File: src/rtl/down_pwl_pack.sv
// Eight-lane piecewise-linear compander: signed 8-bit samples -> 6-bit {sign, code}.
// Two-stage valid/ready pipeline plus a saturating count of clipped samples.
module down_pwl_pack #(
  parameter int CNT_W = 16
) (
  input  logic             clk,
  input  logic             arstb,
  input  logic             rstb,
  input  logic             in_valid,
  output logic             in_ready,
  input  logic [63:0]      x_in,
  output logic             out_valid,
  input  logic             out_ready,
  output logic [47:0]      code_out,
  input  logic             sat_clr,
  output logic [CNT_W-1:0] sat_cnt
);

  // Handshake: a vector moves on any edge where valid && ready are both high.
  // Stage B loads whenever it is empty or being drained; stage A advances only
  // when stage B loads, so in_ready never depends on in_valid.

  localparam int LANES = 8;

  logic                  r_a_valid;
  logic [LANES-1:0]      r_a_sign;
  logic [LANES-1:0][7:0] r_a_mag;
  logic [LANES-1:0]      r_a_sat;

  logic                  r_b_valid;
  logic [47:0]           r_code;

  logic [CNT_W-1:0]      r_sat_cnt;

  logic                  w_b_load;
  logic                  w_in_xfer;
  logic [LANES-1:0]      w_sign;
  logic [LANES-1:0][7:0] w_mag;
  logic [LANES-1:0]      w_sat;
  logic [3:0]            w_sat_num;
  logic [CNT_W:0]        w_sat_sum;
  logic [47:0]           w_code;

  function automatic logic [4:0] pwl_code(input logic [7:0] m);
    logic [4:0] c;
    if (m < 8'd8)
      c = m[4:0];
    else if (m < 8'd24)
      c = 5'(8'd8 + ((m - 8'd8) >> 1));
    else if (m < 8'd56)
      c = 5'(8'd16 + ((m - 8'd24) >> 2));
    else if (m < 8'd120)
      c = 5'(8'd24 + ((m - 8'd56) >> 3));
    else
      c = 5'd31;
    return c;
  endfunction

  assign w_b_load  = !r_b_valid || out_ready;
  assign in_ready  = !r_a_valid || w_b_load;
  assign w_in_xfer = in_valid && in_ready;

  // Magnitude of -128 is 128, which fits the unsigned 8-bit field.
  always_comb begin
    w_sign    = '0;
    w_mag     = '0;
    w_sat     = '0;
    w_sat_num = '0;
    for (int i = 0; i < LANES; i++) begin
      w_sign[i] = x_in[8*i+7];
      w_mag[i]  = w_sign[i] ? (8'd0 - x_in[8*i +: 8]) : x_in[8*i +: 8];
      w_sat[i]  = (w_mag[i] >= 8'd120);
      w_sat_num = w_sat_num + {3'b000, w_sat[i]};
    end
  end

  assign w_sat_sum = {1'b0, r_sat_cnt} + (CNT_W+1)'(w_sat_num);

  always_comb begin
    w_code = '0;
    for (int i = 0; i < LANES; i++) begin
      w_code[6*i +: 6] = {r_a_sign[i], (r_a_sat[i] ? 5'd31 : pwl_code(r_a_mag[i]))};
    end
  end

  // Stage A: sign, magnitude and saturation flags of the accepted vector.
  always_ff @(posedge clk or negedge arstb) begin
    if (!arstb) begin
      r_a_valid <= 1'b0;
      r_a_sign  <= '0;
      r_a_mag   <= '0;
      r_a_sat   <= '0;
    end else if (!rstb) begin
      r_a_valid <= 1'b0;
      r_a_sign  <= '0;
      r_a_mag   <= '0;
      r_a_sat   <= '0;
    end else if (in_ready) begin
      r_a_valid <= in_valid;
      if (in_valid) begin
        r_a_sign <= w_sign;
        r_a_mag  <= w_mag;
        r_a_sat  <= w_sat;
      end
    end
  end

  // Stage B: output registers, held while downstream stalls.
  always_ff @(posedge clk or negedge arstb) begin
    if (!arstb) begin
      r_b_valid <= 1'b0;
      r_code    <= '0;
    end else if (!rstb) begin
      r_b_valid <= 1'b0;
      r_code    <= '0;
    end else if (w_b_load) begin
      r_b_valid <= r_a_valid;
      if (r_a_valid)
        r_code <= w_code;
    end
  end

  // Clear wins over a simultaneous saturated transfer; the count sticks at all-ones.
  always_ff @(posedge clk or negedge arstb) begin
    if (!arstb)
      r_sat_cnt <= '0;
    else if (!rstb || sat_clr)
      r_sat_cnt <= '0;
    else if (w_in_xfer)
      r_sat_cnt <= w_sat_sum[CNT_W] ? {CNT_W{1'b1}} : w_sat_sum[CNT_W-1:0];
  end

  assign out_valid = r_b_valid;
  assign code_out  = r_code;
  assign sat_cnt   = r_sat_cnt;

endmodule

File: config.mk
export PLATFORM = sky130hd
export DESIGN_NAME = down_pwl_pack
export DESIGN_NICKNAME = d
export VERILOG_FILES = /design/src/rtl/down_pwl_pack.sv
export SDC_FILE = /design/constraint.sdc
export NUM_CORES = 1
export LEC_CHECK = 0
export ABC_AREA = 0
export BUFFER_PORTS_ARGS = -buffer_cell sky130_fd_sc_hd__buf_2
export CAP_MARGIN = 15
export CORE_UTILIZATION = 35
export DETAILED_ROUTE_END_ITERATION = 10
export SLEW_MARGIN = 5
export SYNTH_ARGS = -nofsm -noshare
export SYNTH_HDL_FRONTEND = slang
export SYNTH_SLANG_ARGS = --single-unit
File: constraint.sdc
create_clock -name clk -period 9.9 [get_ports clk]
set_input_delay 0.99 -clock clk [delete_from_list [all_inputs] [get_ports clk]]
set_output_delay 0.99 -clock clk [all_outputs]
set_load 0.01 [all_outputs]
**Word-level counts from Yosys, hierarchy flattened**

Cells that the tools add are included.

- Mux-type cells: 67
- Reduce and logical (&&, ||, !) cells: 10
- Order comparisons: 40
- Equality and inequality tests: 4
- Add/subtract/negate cells: 64

Operators with widths:

| kind | number |
|---|---|
| 5-bit two-way mux | 40 |
| 64-bit two-way mux | 3 |
| 48-bit two-way mux | 3 |
| 8-bit two-way mux | 14 |
| 5-bit adder (first input constant) | 16 |
| 8-bit by 7-bit greater-or-equal comparator with 1-bit output (second input constant) | 8 |
| 8-bit by 4-bit less-than comparator with 1-bit output (second input constant) | 8 |
| 8-bit by 5-bit less-than comparator with 1-bit output (second input constant) | 8 |
| 8-bit by 6-bit less-than comparator with 1-bit output (second input constant) | 8 |
| 8-bit by 7-bit less-than comparator with 1-bit output (second input constant) | 8 |
| 1-bit by 8-bit subtractor with 8-bit output (first input constant) | 8 |
| 8-bit by 6-bit subtractor with 8-bit output (second input constant) | 8 |
| 7-bit by 5-bit subtractor with 7-bit output (second input constant) | 8 |
| 16-bit two-way mux | 3 |
| 6-bit by 4-bit subtractor with 6-bit output (second input constant) | 8 |
| 4-bit by 5-bit adder with 5-bit output (first input constant) | 8 |
| 16-bit by 4-bit adder with 17-bit output | 1 |
| 4-bit by 1-bit adder with 4-bit output | 4 |
| 2-bit by 1-bit inequality test with 1-bit output (second input constant) | 4 |
| 3-bit by 1-bit adder with 4-bit output | 1 |
| 1-bit two-way mux | 4 |
| 2-bit AND reduction | 2 |
| 2-bit by 1-bit adder with 3-bit output | 1 |
| 1-bit zero test | 3 |
| other kinds (4) | 6 |

- Register bits: 146
- Input bits: 70

**Logic depth before layout (Yosys ltp)**

- Depth after elaboration: 14
- Mapped depth: 18
- Depth with buffers taken out: 17

**Worst setup path before layout**

OpenSTA, ideal clock, no wires.

- Path type: input to register
- From: input x_in[19]
- To: register r_sat_cnt[3] (netlist: sat_cnt[3])
- Slack: 4508 ps
- Required time: 9779 ps
- Stages on the path: 17
- Buffers on the path: 1
- Library setup time: 121 ps
- Arrival: 5271 ps
- Path through: or4_1 > o21ai_0 > xor2_1 > nor3_1 > a21oi_1 > fa_1 > fa_1 > fa_1 > fa_1 > inv_1 > fa_1 > a211o_1 > o211ai_1 > or3_4 > buf_6 > o21ai_0 > a22o_1

- Word-level cells in the longest chain between the ends: 13

RTL lines:

| what | line | text |
|---|---|---|
| start, declared | 11 | `input logic [63:0] x_in,` |
| 1-bit by 8-bit subtractor with 8-bit output | 71 | `w_mag[i] = w_sign[i] ? (8'd0 - x_in[8*i +: 8]) : x_in[8*i +: 8];` |
| 8-bit two-way mux (*) | 71 |  |
| 8-bit by 7-bit greater-or-equal comparator with 1-bit output (*) | 72 | `w_sat[i] = (w_mag[i] >= 8'd120);` |
| 2-bit by 1-bit adder with 3-bit output (*) | 73 | `w_sat_num = w_sat_num + {3'b000, w_sat[i]};` |
| 3-bit by 1-bit adder with 4-bit output (*) | 73 |  |
| 4-bit by 1-bit adder with 4-bit output (*) (4 in a row) | 73 |  |
| 16-bit by 4-bit adder with 17-bit output (*) | 77 | `assign w_sat_sum = {1'b0, r_sat_cnt} + (CNT_W+1)'(w_sat_num);` |
| 16-bit two-way mux (*) | 130 | `r_sat_cnt <= w_sat_sum[CNT_W] ? {CNT_W{1'b1}} : w_sat_sum[CNT_W-1:0];` |
| 16-bit two-way mux (*) | 129 | `else if (w_in_xfer)` |
| 16-bit two-way mux (*) | 127 | `else if (!rstb \|\| sat_clr)` |
| end signal, assigned | 130 |  |
| end, declared | 33 | `logic [CNT_W-1:0] r_sat_cnt;` |

Every way passes the cells marked *; elsewhere a longest branch is shown, timed or not. The select of a mux whose other input is x is not followed.
A chain may end at the register's enable or synchronous reset.

**Worst setup path in the final report**

- From: input x_in[3]
- To: register r_sat_cnt[3] (netlist: sat_cnt[3])

- Word-level cells in the longest chain between the ends: 14

RTL lines:

| what | line |
|---|---|
| 1-bit by 8-bit subtractor with 8-bit output | 71 |
| 8-bit two-way mux (*) | 71 |
| 8-bit by 7-bit greater-or-equal comparator with 1-bit output (*) | 72 |
| 1-bit by 1-bit adder with 2-bit output (*) | 73 |
| 2-bit by 1-bit adder with 3-bit output (*) | 73 |
| 3-bit by 1-bit adder with 4-bit output (*) | 73 |
| 4-bit by 1-bit adder with 4-bit output (*) (4 in a row) | 73 |
| 16-bit by 4-bit adder with 17-bit output (*) | 77 |
| 16-bit two-way mux (*) | 130 |
| 16-bit two-way mux (*) | 129 |
| 16-bit two-way mux (*) | 127 |

Marks and branches as above.

==> PnR_summary.wiki <==
{| class="wikitable"
! Metric !! Value
|-
| Status || finished clean
|-
| Capture point of the worst reg-to-reg path || sat_cnt[3]$_DFFE_PN0P_
|-
| Slew margin rel. || 38.9%
|-
| Hold Buf Count CTS || 0
|-
| Hold Path Cell Cnt || 2
|-
| Fill cell total of the finished layout || 2710
|-
| Netlist area before placement || 9720 sq um
|-
| Kind of end point of the critical path || flip-flop
|-
| Number of synthesized flops with an enable pin || 0
|-
| Signal arrival time at the worst endpoint || 5.82 ns
|-
| Endpoint of the worst setup timing path || sat_cnt[3]$_DFFE_PN0P_
|-
| Unrepaired setup endpoints after global routing || false
|-
| Cell leakage power || 4.97 nW
|-
| Initial antenna violation count || 0
|-
| Routed wire per std cell || 16.7 microns
|-
| Average instance area after synthesis || 8.43 sq um
|-
| Overall die height || 169 microns
|-
| Max Fanout on Critical Path || 14
|-
| Post_cts resized || 0
|-
| Worst vdd rail ir drop || 87.6 uV
|-
| Path type of the worst min-delay path || reg2reg
|-
| XOR/XNOR share of the synthesized area || 4.41%
|-
| Count of cell types in the netlist || 68
|-
| Worst path required time || 10.21 ns
|-
| Total Nets Final || 1334
|-
| Count of clock tree sinks || 146
|-
| Combinational family with the most area after synthesis || compound AO/OA/AOI/OAI gates
|-
| Top cell type by total area after synthesis || dfrtp_1
|-
| Multiplexer fraction of the synthesized cell area || 1.24%
|-
| Post-CTS repair timing setup buffer count || 0
|-
| Average via count per standard cell || 5.59
|-
| Setup Total Neg Slack || 0 ns
|-
| Final critical-path share of the clock period || 55.7%
|-
| Actual slew at the worst max-slew pin || 0.912 ns
|-
| Category of the most critical setup path || in2reg
|-
| Source of the critical timing path || x_in[3]
|-
| Period minus WS final || 5.51 ns
|-
| Number of top-level pins || 136
|-
| Total of flip-flops plus latches after synthesis || 146
|-
| Worst setup SP type || input port
|-
| Area added between synthesis and finish || 15.4%
|-
| Maximum clock skew at final layout || 0.00992 ns
|-
| Reg-to-Reg Start || sat_cnt[0]$_DFFE_PN0P_
|-
| Most used flip-flop cell after synthesis || dfrtp_1
|-
| Diodes inserted || 0
|-
| Half-perimeter wire length after detailed placement || 18.5 mm
|-
| Total of buffers placed on input and output ports || 135
|-
| Top post-synthesis cells by area || dfrtp_1 (38%), o21ai_0 (6.6%), nand2_1 (4.9%), ha_1 (4.0%), a21oi_1 (3.6%)
|-
| Maximum number of buffers from clock root to sink || 2
|-
| Num CTS Buffers || 17
|-
| Count of TritonRoute iterations in the first routing pass || 5
|-
| Maximum Capacitance Violations || 0
|-
| CTS tree || built
|-
| Core Footprint || 27100 sq um
|-
| Wire length of the first global-routing pass || 45.1 mm
|-
| CTS Root Buffer Type || clkbuf_16
|-
| Vias after detailed routing || 9014
|-
| Dpl cell area || 10600 sq um
|-
| Count of mapped cells out of synthesis || 1153
|-
| Yosys synthesis warning count || 0
|-
| Total nets after synthesis || 1259
|-
| All-layer global routing usage || 19.6%
|-
| Die Footprint || 28400 sq um
|-
| Final Max Tran Viols || 0
|-
| Placer congestion estimate || 0.865
|-
| Number of core rows || 60
|-
| Maximum clock frequency || 0.181 GHz
|-
| Post-synthesis async set-or-reset flop share || 100%
|-
| DRC Markers || 0
|-
| Share of post-route cells with drive strength above 1 || 14.7%
|-
| Total gr overflow || 0
|-
| Most frequent cells in the layout || dfrtp_1 (146), buf_2 (134), o21ai_0 (129)
|-
| Final-report setup violation count || 0
|-
| Area share of the leading cell type in the synthesized netlist || 37.6%
|-
| Antenna violation net count after detailed routing || 0
|-
| Power density over the cells || 151 nW/um^2
|-
| Area fraction in compound gates after synthesis || 28.8%
|-
| Hold Vio Cnt, Final || 0
|-
| Violation count after the first detailed-route iteration || 807
|-
| Logic depth of the worst register-to-register path || 12
|-
| Adder-cell share of the synthesized area || 5.95%
|-
| Initial cell density of the core || 35.9%
|-
| Design area || 11200 sq um
|-
| Clock latency of the later-clocked register in the worst-skew pair || 0.42 ns
|-
| Maximum number of pins on one net before global-route repair || 83
|-
| Simple-Gate Fraction of Synth Area || 16.5%
|-
| Most common library cell in the layout ignoring fill and taps || dfrtp_1
|-
| DIE WIDTH || 169 microns
|-
| Number of global-route vias before repair || 8508
|-
| CTS clk-pin slew, worst paths || 0.06 ns
|-
| Sequential-to-total area share from yosys stat || 37.6%
|-
| Depth of the CTS H-tree || 4
|-
| Wire length reported by the detailed router || 26.9 mm
|-
| Setup slack of the most critical reg-to-reg path || 5.89 ns
|}
## worst max-delay path, stage by stage
cell and delay (ns):
buf_2 0.12, or4_1 0.51, o21ai_0 0.22, xor2_1 0.13, nor3_1 0.35, a21oi_1 0.15
fa_1 0.54, fa_1 0.44, fa_1 0.50, fa_1 0.19, inv_1 0.06, fa_1 0.42
a211o_1 0.33, o211ai_1 0.22, or3_4 0.31, o21ai_0 0.11, a22o_1 0.21
## cell families after synthesis
kind of cell,Yosys count
XOR/XNOR,49
flip-flops,146
AO/OA/AOI/OAI,424
adder cells (fa/ha/maj),45
buffers and inverters,140
AND/OR/NAND/NOR,337
multiplexers,12
## area by class of cell
type                    instances  area [sq um]  area share (%)
flip-flops and latches        146          3650            32.6
well taps                     372           465            4.15
inverters                      54           203            1.81
multi-input cells             867          5530            49.3
clock inverters                 8           150            1.34
clock buffers                  24           482            4.29
repair buffers                142           734            6.55
## report_power, final
part	leakage [nW]	total, mW	switching (mW)	internal [mW]
logic	2.69	0.309	0.182	0.127
clock network	0.305	0.698	0.255	0.443
registers	1.97	0.684	0.0544	0.630
## state kept, by name (all words and copies together), names as in the netlist
signal	count
out_valid	1
r_a_sat	8
r_a_mag	64
r_a_sign	8
code_out	48
r_a_valid	1
sat_cnt	16
## synthesized netlist by cell type (13+ instances only)
cell / instances
a21o_1: 21
o21ai_0: 129
nor2_1: 75
nor4_1: 17
inv_1: 53
xor2_1: 17
a31oi_1: 22
clkbuf_1: 76
dfrtp_1: 146
nor2b_1: 15
a21boi_0: 43
nand3_1: 19
ha_1: 31
a22o_1: 15
xnor2_1: 32
o31ai_1: 22
nand2b_1: 13
nand2_1: 127
nor3_1: 22
a21oi_1: 69
## stage by stage
step / setup WS [ns] / instances / hold WS, ns / utilization [%] / power, mW
floorplan: 4.51 / 1153 / 0.450 / - / 0.892
global placement: 4.05 / 1581 / 0.476 / 39.1 / 0.999
detailed placement: 3.93 / 1581 / 0.481 / 39.1 / 1.00
CTS: 4.38 / 1613 / 0.495 / 41.4 / 1.71
global route: 3.99 / 1613 / 0.506 / 41.4 / 1.78
finish: 4.39 / 1613 / 0.490 / 41.4 / 1.69
## worst min path at each step
| stage | from | slack, ns | endpoint |
|---|---|---|---|
| global route | r_a_mag[40]$_DFFE_PN0P_ | 0.51 | r_a_mag[40]$_DFFE_PN0P_ |
| CTS | r_a_mag[40]$_DFFE_PN0P_ | 0.49 | r_a_mag[40]$_DFFE_PN0P_ |
| finish | r_a_mag[40]$_DFFE_PN0P_ | 0.49 | r_a_mag[40]$_DFFE_PN0P_ |
| floorplan | r_a_mag[0]$_DFFE_PN0P_ | 0.45 | r_a_mag[0]$_DFFE_PN0P_ |
| global placement | r_a_mag[40]$_DFFE_PN0P_ | 0.48 | r_a_mag[40]$_DFFE_PN0P_ |
| detailed placement | r_a_mag[40]$_DFFE_PN0P_ | 0.48 | r_a_mag[40]$_DFFE_PN0P_ |
## per-layer routing
metal | wire, microns | track usage, % | up-vias
met5 | 0 | 0 | -
met4 | 406 | 4.98 | 0
met3 | 1390 | 3.67 | 28
met2 | 12000 | 30.6 | 299
met1 | 13200 | 27.9 | 4317
li1 | - | - | 4370
No activity file was read; power rests on OpenSTA's default activity.
